`src/rtl/prescaler_pkg.sv`:
```
// Shared definitions for the multi-channel prescaler: mode encodings,
// the per-select limit function and the parameter legality check.
package prescaler_pkg;

  localparam logic MODE_PERIODIC = 1'b0;
  localparam logic MODE_ONESHOT  = 1'b1;

  // The fastest select must still leave a limit of at least 1 (2**1-1).
  function automatic bit params_legal(input int nb_sel, input int nb_counter,
                                      input int base_shift);
    return (nb_counter - base_shift - ((1 << nb_sel) - 1)) >= 1;
  endfunction

  // k=0 is the slowest speed; each step up halves the period.
  function automatic logic [63:0] limit_of(input int nb_counter, input int base_shift,
                                           input int k);
    return (64'd1 << (nb_counter - base_shift - k)) - 64'd1;
  endfunction

endpackage

```
`src/rtl/prescaler_ch.sv`:
```
// One prescaler channel: selectable-speed counter with periodic or
// one-shot tick generation, start/resync strobe and select-change restart.
module prescaler_ch
  import prescaler_pkg::*;
#(
  parameter int NB_SEL     = 2,
  parameter int NB_COUNTER = 32,
  parameter int BASE_SHIFT = 10
) (
  input  logic                  clock,
  input  logic                  i_reset,
  input  logic                  enable,
  input  logic [NB_SEL-1:0]     sel,
  input  logic                  mode,
  input  logic                  start,
  output logic                  tick,
  output logic                  active,
  output logic [NB_COUNTER-1:0] count
);

  logic [NB_SEL-1:0]     sel_q;
  logic                  mode_q;
  logic                  init_done;
  logic [NB_COUNTER-1:0] limit;
  logic [NB_COUNTER-1:0] count_n;
  logic                  active_n;
  logic                  tick_n;
  logic                  sel_chg;
  logic                  mode_chg;

  always_comb limit = NB_COUNTER'(limit_of(NB_COUNTER, BASE_SHIFT, int'(sel_q)));

  assign sel_chg  = (sel != sel_q);
  assign mode_chg = (mode != mode_q);

  // Priority: first edge after reset, mode switch, select change, start, count.
  always_comb begin
    count_n  = count;
    active_n = active;
    tick_n   = 1'b0;
    if (!init_done) begin
      active_n = (mode == MODE_PERIODIC);
      if (sel_chg) count_n = '0;
    end else if (mode_chg) begin
      if (mode == MODE_ONESHOT) begin
        active_n = 1'b0;
        count_n  = '0;
      end else begin
        active_n = 1'b1;
      end
      if (sel_chg) count_n = '0;
    end else if (sel_chg) begin
      count_n = '0;
      if (enable && start) active_n = 1'b1;
    end else if (enable && start) begin
      count_n  = '0;
      active_n = 1'b1;
    end else if (enable && active) begin
      if (count >= limit) begin
        count_n = '0;
        tick_n  = 1'b1;
        if (mode_q == MODE_ONESHOT) active_n = 1'b0;
      end else begin
        count_n = count + NB_COUNTER'(1);
      end
    end
  end

  always_ff @(posedge clock or posedge i_reset) begin
    if (i_reset) begin
      count     <= '0;
      tick      <= 1'b0;
      active    <= 1'b0;
      sel_q     <= '0;
      mode_q    <= MODE_PERIODIC;
      init_done <= 1'b0;
    end else begin
      count     <= count_n;
      tick      <= tick_n;
      active    <= active_n;
      sel_q     <= sel;
      mode_q    <= mode;
      init_done <= 1'b1;
    end
  end

endmodule

```
`src/rtl/prescaler_nch.sv`:
```
// NB_CH independent prescaler channels; this level only slices the
// packed per-channel buses onto prescaler_ch instances.
module prescaler_nch
  import prescaler_pkg::*;
#(
  parameter int NB_CH      = 4,
  parameter int NB_SEL     = 2,
  parameter int NB_COUNTER = 32,
  parameter int BASE_SHIFT = 10
) (
  input  logic                        clock,
  input  logic                        i_reset,
  input  logic [NB_CH-1:0]            i_enable,
  input  logic [NB_CH*NB_SEL-1:0]     i_sel,
  input  logic [NB_CH-1:0]            i_mode,
  input  logic [NB_CH-1:0]            i_start,
  output logic [NB_CH-1:0]            o_tick,
  output logic [NB_CH-1:0]            o_active,
  output logic [NB_CH*NB_COUNTER-1:0] o_count
);

  if (!params_legal(NB_SEL, NB_COUNTER, BASE_SHIFT)) begin : g_bad_params
    $error("prescaler_nch: NB_COUNTER-BASE_SHIFT-(2**NB_SEL-1) must be >= 1");
  end

  for (genvar c = 0; c < NB_CH; c++) begin : g_ch
    prescaler_ch #(
      .NB_SEL     (NB_SEL),
      .NB_COUNTER (NB_COUNTER),
      .BASE_SHIFT (BASE_SHIFT)
    ) u_ch (
      .clock   (clock),
      .i_reset (i_reset),
      .enable  (i_enable[c]),
      .sel     (i_sel[c*NB_SEL +: NB_SEL]),
      .mode    (i_mode[c]),
      .start   (i_start[c]),
      .tick    (o_tick[c]),
      .active  (o_active[c]),
      .count   (o_count[c*NB_COUNTER +: NB_COUNTER])
    );
  end

endmodule

```
`config.mk`:
```
export PLATFORM = sky130hd
export DESIGN_NAME = prescaler_nch
export DESIGN_NICKNAME = d
export VERILOG_FILES = /design/src/rtl/prescaler_pkg.sv /design/src/rtl/prescaler_ch.sv /design/src/rtl/prescaler_nch.sv
export SDC_FILE = /design/constraint.sdc
export NUM_CORES = 1
export LEC_CHECK = 0
export ABC_AREA = 1
export CAP_MARGIN = 20
export CORE_UTILIZATION = 54
export DETAILED_ROUTE_END_ITERATION = 10
export PLACE_DENSITY_LB_ADDON = 0.2
export SLEW_MARGIN = 30
export SYNTH_ARGS = -nofsm -noshare
export SYNTH_HDL_FRONTEND = slang
export SYNTH_SLANG_ARGS = --single-unit
export TNS_END_PERCENT = 20
```
`constraint.sdc`:
```
create_clock -name clock -period 7.8 [get_ports clock]
set_clock_uncertainty 0.1 [all_clocks]
set_input_delay 1.95 -clock clock [delete_from_list [all_inputs] [get_ports clock]]
set_output_delay 1.95 -clock clock [all_outputs]
set_load 0.05 [all_outputs]
```
==> summary.md, run 1 <==
| Metric | Value |
|---|---|
| Status | completed |
| Final Hold Fails | 0 |
| Critical path class | input port to register |
| Net Switching | 0.000473 W |
| Initial antenna violation count | 0 |
| Hold depth | 2 |
| First-pass GRT wire length | 34.7 mm |
| Final Setup Violations | 0 |
| Max Fclk | roughly 0.25 GHz |
| Layout area overhead | 26.1% |
| Die W | 130 µm |
| R2r setup slk | 5.43 ns |
| P_leak | 5.16 nW |
| Synth top area share | a little over two fifths |
| R2r worst-path depth | 11 |
| Vias | 8069 |
| Antenna viol nets, final | 0 |
| Synth Flop Type | dfrtp_1 |
| DRC errors left | 0 |
| Initial core utilization | 55.6% |
| DIE AREA | 16900 µm² |
| Leading cell type in the layout, fill and taps excluded | nand2_1 |
| Int Power | 0.00131 W |
| DR vias/cell | 5.16 |
| CTS buffer count | 17 |
| Clock period minus worst slack | 4.01 ns |
| Sequential power share | 44.4% |
| Vias in the first global route | between 7000 and 8000 |
| Yosys warns | 0 |
| Final Power | 0.00178 W |
| TritonCTS Sinks | around 150 |
| Clock buffer depth | 2 |
| CTS tree | built |
| CTS resizes | 0 |
| Setup ws final | around 3.8 ns |
| Hold Crit Class | register to register |
| Clk slew on worst S/H paths | ~0.060 ns |
| Mapped cell area | 8870 µm² |
| CP arrival | 4.25 ns |
| Die Y | 130 µm |
| Nets | between 1000 and 1500 |
| Hold_sp | g_ch[2].u_ch.count[25] |
| Worst Setup SP | i_mode[2] |
| Pwr dens | approximately 160 nW/µm² |
| Synth area leaders | dfrtp_1, nand2_1, nor2_1, inv_1, ha_1 |
| Fin area | 11200 µm² |
| Slew HR | 44.0% |
| Total wire length | ~21 mm |
| Root Driver | clkbuf_16 |
| Total Routing Usage GR | 26.1% |
| Post-cts hold buffer count | 0 |
| Post CTS Setup Buffer Count | 0 |
| Gp weighted congestion | 0.867 |
| Core ar. | 15900 µm² |
| Clk_lat worst skew | 0.44 ns |
| Critical R2R Launch | g_ch[2].u_ch.sel_q[0] |
| Drt wl/cell | 13.5 µm |
| Synth area leader | dfrtp_1 |
| Layout cells sized above 1 | 5.93% |
| Synth cell types | 39 |
| Max IR drop VDD | 0.161 mV |
| Clk pwr share | 46.2% |
| Max cap viols | 0 |
| FF+latch count, synth | 149 |
| Largest net degree at the start of global routing | 85 |
| Synth Area per Inst | 7.56 µm² |
| Sw frac | 26.5% |
| Worst Tran Pin Value | 0.840 ns |
| Logic pwr share | 9.4% |
| Endpoint, Worst Hold | g_ch[2].u_ch.count[25] |
| EDFF count, synth | 0 |
| Setup TNS | 0 ns |
| RR Endpoint | g_ch[2].u_ch.count[8] |
| Boundary Pins | 158 |
| Gr ovfl total | 0 |
| Cells after synthesis | 1173 |
| Max Fanout on Critical Path | 39 |
| CP Data Required Time | ~8.0 ns |
| Core Rows | 46 |
| Dpl cell area | about 11000 µm² |
| HPWL after DPL | approximately 15 mm |
| Dpl ws | 3.09 ns |
| Drt first-iter violations | 483 |
| Number of port buffers | 157 |
| Startpoint Class | input port |
| Post-route clock period utilization | a little over 50% |
| Unrepaired setup endpoints after global routing | no |
| Count of final max-slew check failures | 0 |
| Most frequent cells in the layout | nand2_1, nor2_1, clkdlybuf4s50_1 |
| Ys async rst share | 100% |
| # diodes | 0 |
| CP Capture Type | register |
| Post-synthesis sequential area ratio | a little over two fifths |
| # H-tree levels | 4 |
| Iteration count of the initial detailed-routing pass | 5 |
flip-flops by register name, indices dropped and copies added (netlist names):
name and cells:
g_ch.u_ch.active 4, g_ch.u_ch.count 128, g_ch.u_ch.init_done 1, g_ch.u_ch.mode_q 4
g_ch.u_ch.sel_q 8, g_ch.u_ch.tick 4
cell usage after synthesis, types with 3 or more instances:
cell,n
nor2_4,9
nor3_1,29
xor2_1,46
nand3b_1,9
buf_2,10
nor3b_1,4
nand3_1,78
o21bai_1,6
inv_2,8
nand2_2,5
ha_1,42
nand2_1,285
nor2_2,8
a21oi_1,20
inv_1,155
buf_4,13
nor2_1,201
o21ai_0,17
dfrtp_1,149
or2_2,3
nor3_2,3
xnor2_1,13
nand4_1,37
final cells by class:
class	instances	area (µm²)
clock inverter	14	156
clock buffer	18	439
fill	1346	4750
multi-input combinational	846	4390
inverter	164	628
timing repair buffer	158	1580
tap	216	270
sequential	149	3730
routing by layer:
metal	wire [µm]	vias to the layer above	GRT usage, %
met1	9440	3812	33.3
met4	369	0	8.82
met3	1150	32	5.78
li1	-	3997	-
met2	10100	228	43.6
met5	0	-	0
stage by stage:
| stage | utilization (%) | instances | hold slack (ns) |
|---|---|---|---|
| 3_5_place_dp | 66.4 | 1533 | 0.406 |
| 5_1_grt | 70.2 | 1565 | 0.436 |
| 3_3_place_gp | 66.4 | 1533 | 0.397 |
| 2_1_floorplan | - | 1186 | 0.398 |
| 4_1_cts | 70.2 | 1565 | 0.415 |
| 6_report | 70.2 | 1565 | 0.412 |
worst max-delay path, stage by stage:
cell and delay [ns]:
clkdlybuf4s50_1 0.48, inv_1 0.06, ha_1 0.29, inv_1 0.04
o21ai_0 0.24, nand2_2 0.45, nand2_1 0.36, inv_2 0.19
nor3_1 0.17
how the worst max path moves through the flow:
stage | endpoint | slack (ns)
global placement | g_ch[2].u_ch.count[13] | 3.05
detailed placement | g_ch[0].u_ch.count[4] | 3.09
floorplan | g_ch[0].u_ch.active | 1.74
CTS | g_ch[1].u_ch.count[5] | 3.55
finish | g_ch[2].u_ch.count[2] | 3.79
global route | g_ch[2].u_ch.count[15] | 3.58
power groups by stage:
stage          registers (W)  logic, W  clock network [W]
2_1_floorplan       0.000815  0.000117                  0
3_3_place_gp        0.000806  0.000164                  0
3_5_place_dp        0.000806  0.000168                  0
4_1_cts             0.000792  0.000168           0.000833
5_1_grt             0.000793  0.000188           0.000871
6_report            0.000792  0.000168           0.000823
logic make-up after synthesis:
family | Yosys count | synth area share (%)
simple gates | 680 | 33.9
buf+inv | 191 | 9.13
flops | 149 | 42.0
xor+xnor | 59 | 5.83
compound gates | 50 | 3.12
fa+ha+maj | 42 | 5.92
other cells | 2 | 0.0847
(Power assumes the default switching activity.)
==> inputs of run 2 (changes only) <==
--- a/config.mk
+++ b/config.mk
@@ -7,7 +7,7 @@
 export LEC_CHECK = 0
 export ABC_AREA = 1
 export CAP_MARGIN = 20
-export CORE_UTILIZATION = 54
+export CORE_UTILIZATION = 48
 export DETAILED_ROUTE_END_ITERATION = 10
 export PLACE_DENSITY_LB_ADDON = 0.2
 export SLEW_MARGIN = 30
==> constraint.sdc (replaced) <==
create_clock -name clock -period 3.67 [get_ports clock]
set_clock_uncertainty 0.1 [all_clocks]
set_input_delay 0.9175 -clock clock [delete_from_list [all_inputs] [get_ports clock]]
set_output_delay 0.9175 -clock clock [all_outputs]
set_load 0.05 [all_outputs]
==> summary.md, run 2 (synthesized netlist as in run 1, its figures left out) <==
| Metric | Value |
|---|---|
| Leading cell type in the layout, fill and taps excluded | nand2_1 |
| RR Endpoint | g_ch[3].u_ch.count[28] |
| Post-route clock period utilization | 78.8% |
| Filler Cells Inserted | 1637 |
| Clock buffer depth | 2 |
| Critical path class | input port to register |
| CP Data Required Time | 3.86 ns |
| Status | completed |
| Hold Crit Class | register to register |
| Antenna viol nets, final | 0 |
| Total wire length | 21.7 mm |
| TritonCTS Sinks | between 100 and 150 |
| Startpoint Class | input port |
| DIE AREA | 19000 µm² |
| Most frequent cells in the layout | nand2_1, nor2_1, clkdlybuf4s50_1 |
| R2r setup slk | 1.29 ns |
| Drt wl/cell | 13.7 µm |
| Gp weighted congestion | a little under 0.9 |
| Nets | ~1400 |
| CTS buffer count | 17 |
| Max cap viols | 0 |
| Max IR drop VDD | 0.317 mV |
| Worst hold margin | 0.408 ns |
| Hold_sp | g_ch[1].u_ch.count[29] |
| First-pass GRT wire length | 35.7 mm |
| CP arrival | 3.09 ns |
| Post CTS Setup Buffer Count | 0 |
| DRC errors left | 0 |
| Layout cells sized above 1 | 5.98% |
| Vias in the first global route | about 7500 |
| Drt first-iter violations | 427 |
| Fin util | 62.5% |
| Reg area | around 3700 µm² |
| Core Rows | approximately 50 |
| Max Fclk | 0.346 GHz |
| CP Capture Type | register |
| Post-cts hold buffer count | 0 |
| Core ar. | roughly 18000 µm² |
| Final Setup Violations | 0 |
| HPWL after DPL | 15.5 mm |
| Top reg by flops | g_ch.u_ch.count |
| DR vias/cell | 5.08 |
| Root Driver | clkbuf_16 |
| Slew HR | 46.4% |
| Critical R2R Launch | g_ch[3].u_ch.sel_q[1] |
| Gr ovfl total | 0 |
| Multi-input gate area | 4380 µm² |
| CTS resizes | 0 |
| Worst Tran Pin Value | 0.804 ns |
| Clock period minus worst slack | 2.89 ns |
| Boundary Pins | 158 |
| Total Routing Usage GR | 23.7% |
| Hold depth | 2 |
| # diodes | 0 |
| Layout area overhead | 27.0% |
| Count of final max-slew check failures | 0 |
| # H-tree levels | 4 |
| Die W | 138 µm |
| P_leak | ~5.2 nW |
| Die Y | 138 µm |
| Largest register FFs | 128 |
| Setup TNS | 0 ns |
| Initial core utilization | roughly half |
| Top flop regs | g_ch.u_ch.count: 128 flops, g_ch.u_ch.sel_q: 8 flops |
| Max Fanout on Critical Path | 19 |
| Pwr dens | approximately 340 nW/µm² |
| Initial antenna violation count | 0 |
| CTS tree | built |
| Number of port buffers | 157 |
| Final Hold Fails | 0 |
| Largest net degree at the start of global routing | 150 |
| Iteration count of the initial detailed-routing pass | 5 |
| Vias | 8035 |
| R2r worst-path depth | 11 |
| Clk_lat worst skew | 0.42 ns |
| Clk slew on worst S/H paths | ~0.060 ns |
| Unrepaired setup endpoints after global routing | no |
| Endpoint, Worst Hold | g_ch[1].u_ch.count[29] |
## run 2: cell types whose count changed in the layout (fill, tap and decap cells not counted)
cell       before  now
bufinv_16       2    3
clkinv_2        1    3
clkinv_4        7    1
nand2_2         8    5
inv_6           1    2
clkbuf_1        0    1
buf_12          0    2
buf_4           1    5
nand2_1       282  285
## run 2: area by class of cell
class / instances / area share [%]
clock buffers: 19 / 3.93
flip-flops and latches: 149 / 33.1
well taps: 229 / 2.54
clock inverters: 12 / 1.37
repair buffers: 164 / 14.6
multi-input cells: 846 / 38.9
inverters: 164 / 5.56
## run 2: worst max-delay path: stages
cell	delay, ns
clkdlybuf4s50_1	0.51
inv_1	0.06
ha_1	0.31
nand2_1	0.09
o21ai_0	0.11
nand2_1	0.47
nand2_1	0.21
inv_2	0.31
nor2_1	0.10
## run 2: how the worst max path moves through the flow
stage	startpoint	to	slack, ns	depth (start not counted)
floorplan	i_reset	g_ch[0].u_ch.active	0.78	1
global placement	i_mode[0]	g_ch[0].u_ch.count[21]	0.45	11
detailed placement	i_mode[0]	g_ch[0].u_ch.count[7]	0.34	9
CTS	i_mode[0]	g_ch[0].u_ch.count[7]	0.79	9
global route	i_mode[0]	g_ch[0].u_ch.count[4]	0.51	9
finish	i_mode[0]	g_ch[0].u_ch.count[19]	0.78	9
## run 2: routing by layer
layer	wire [µm]	global-route usage (%)
met3	1090	3.80
met2	10600	39.8
met1	9770	31.4
met5	0	0
met4	255	6.82
## run 2: stage by stage
step / std cells / cell area (µm²) / worst slack [ns] / power, W
2_1_floorplan: 1186 / 8920 / 0.778 / 0.00198
3_3_place_gp: 1552 / 10700 / 0.449 / 0.00208
3_5_place_dp: 1552 / 10700 / 0.344 / 0.00208
4_1_cts: 1583 / 11300 / 0.793 / 0.00388
5_1_grt: 1583 / 11300 / 0.507 / 0.00398
6_report: 1583 / 11300 / 0.777 / 0.00385
## run 2: power by group
part           switching [W]  internal [W]
combinational       0.000257      0.000110
clock               0.000708       0.00109
sequential         0.0000244       0.00166
total               0.000990       0.00286
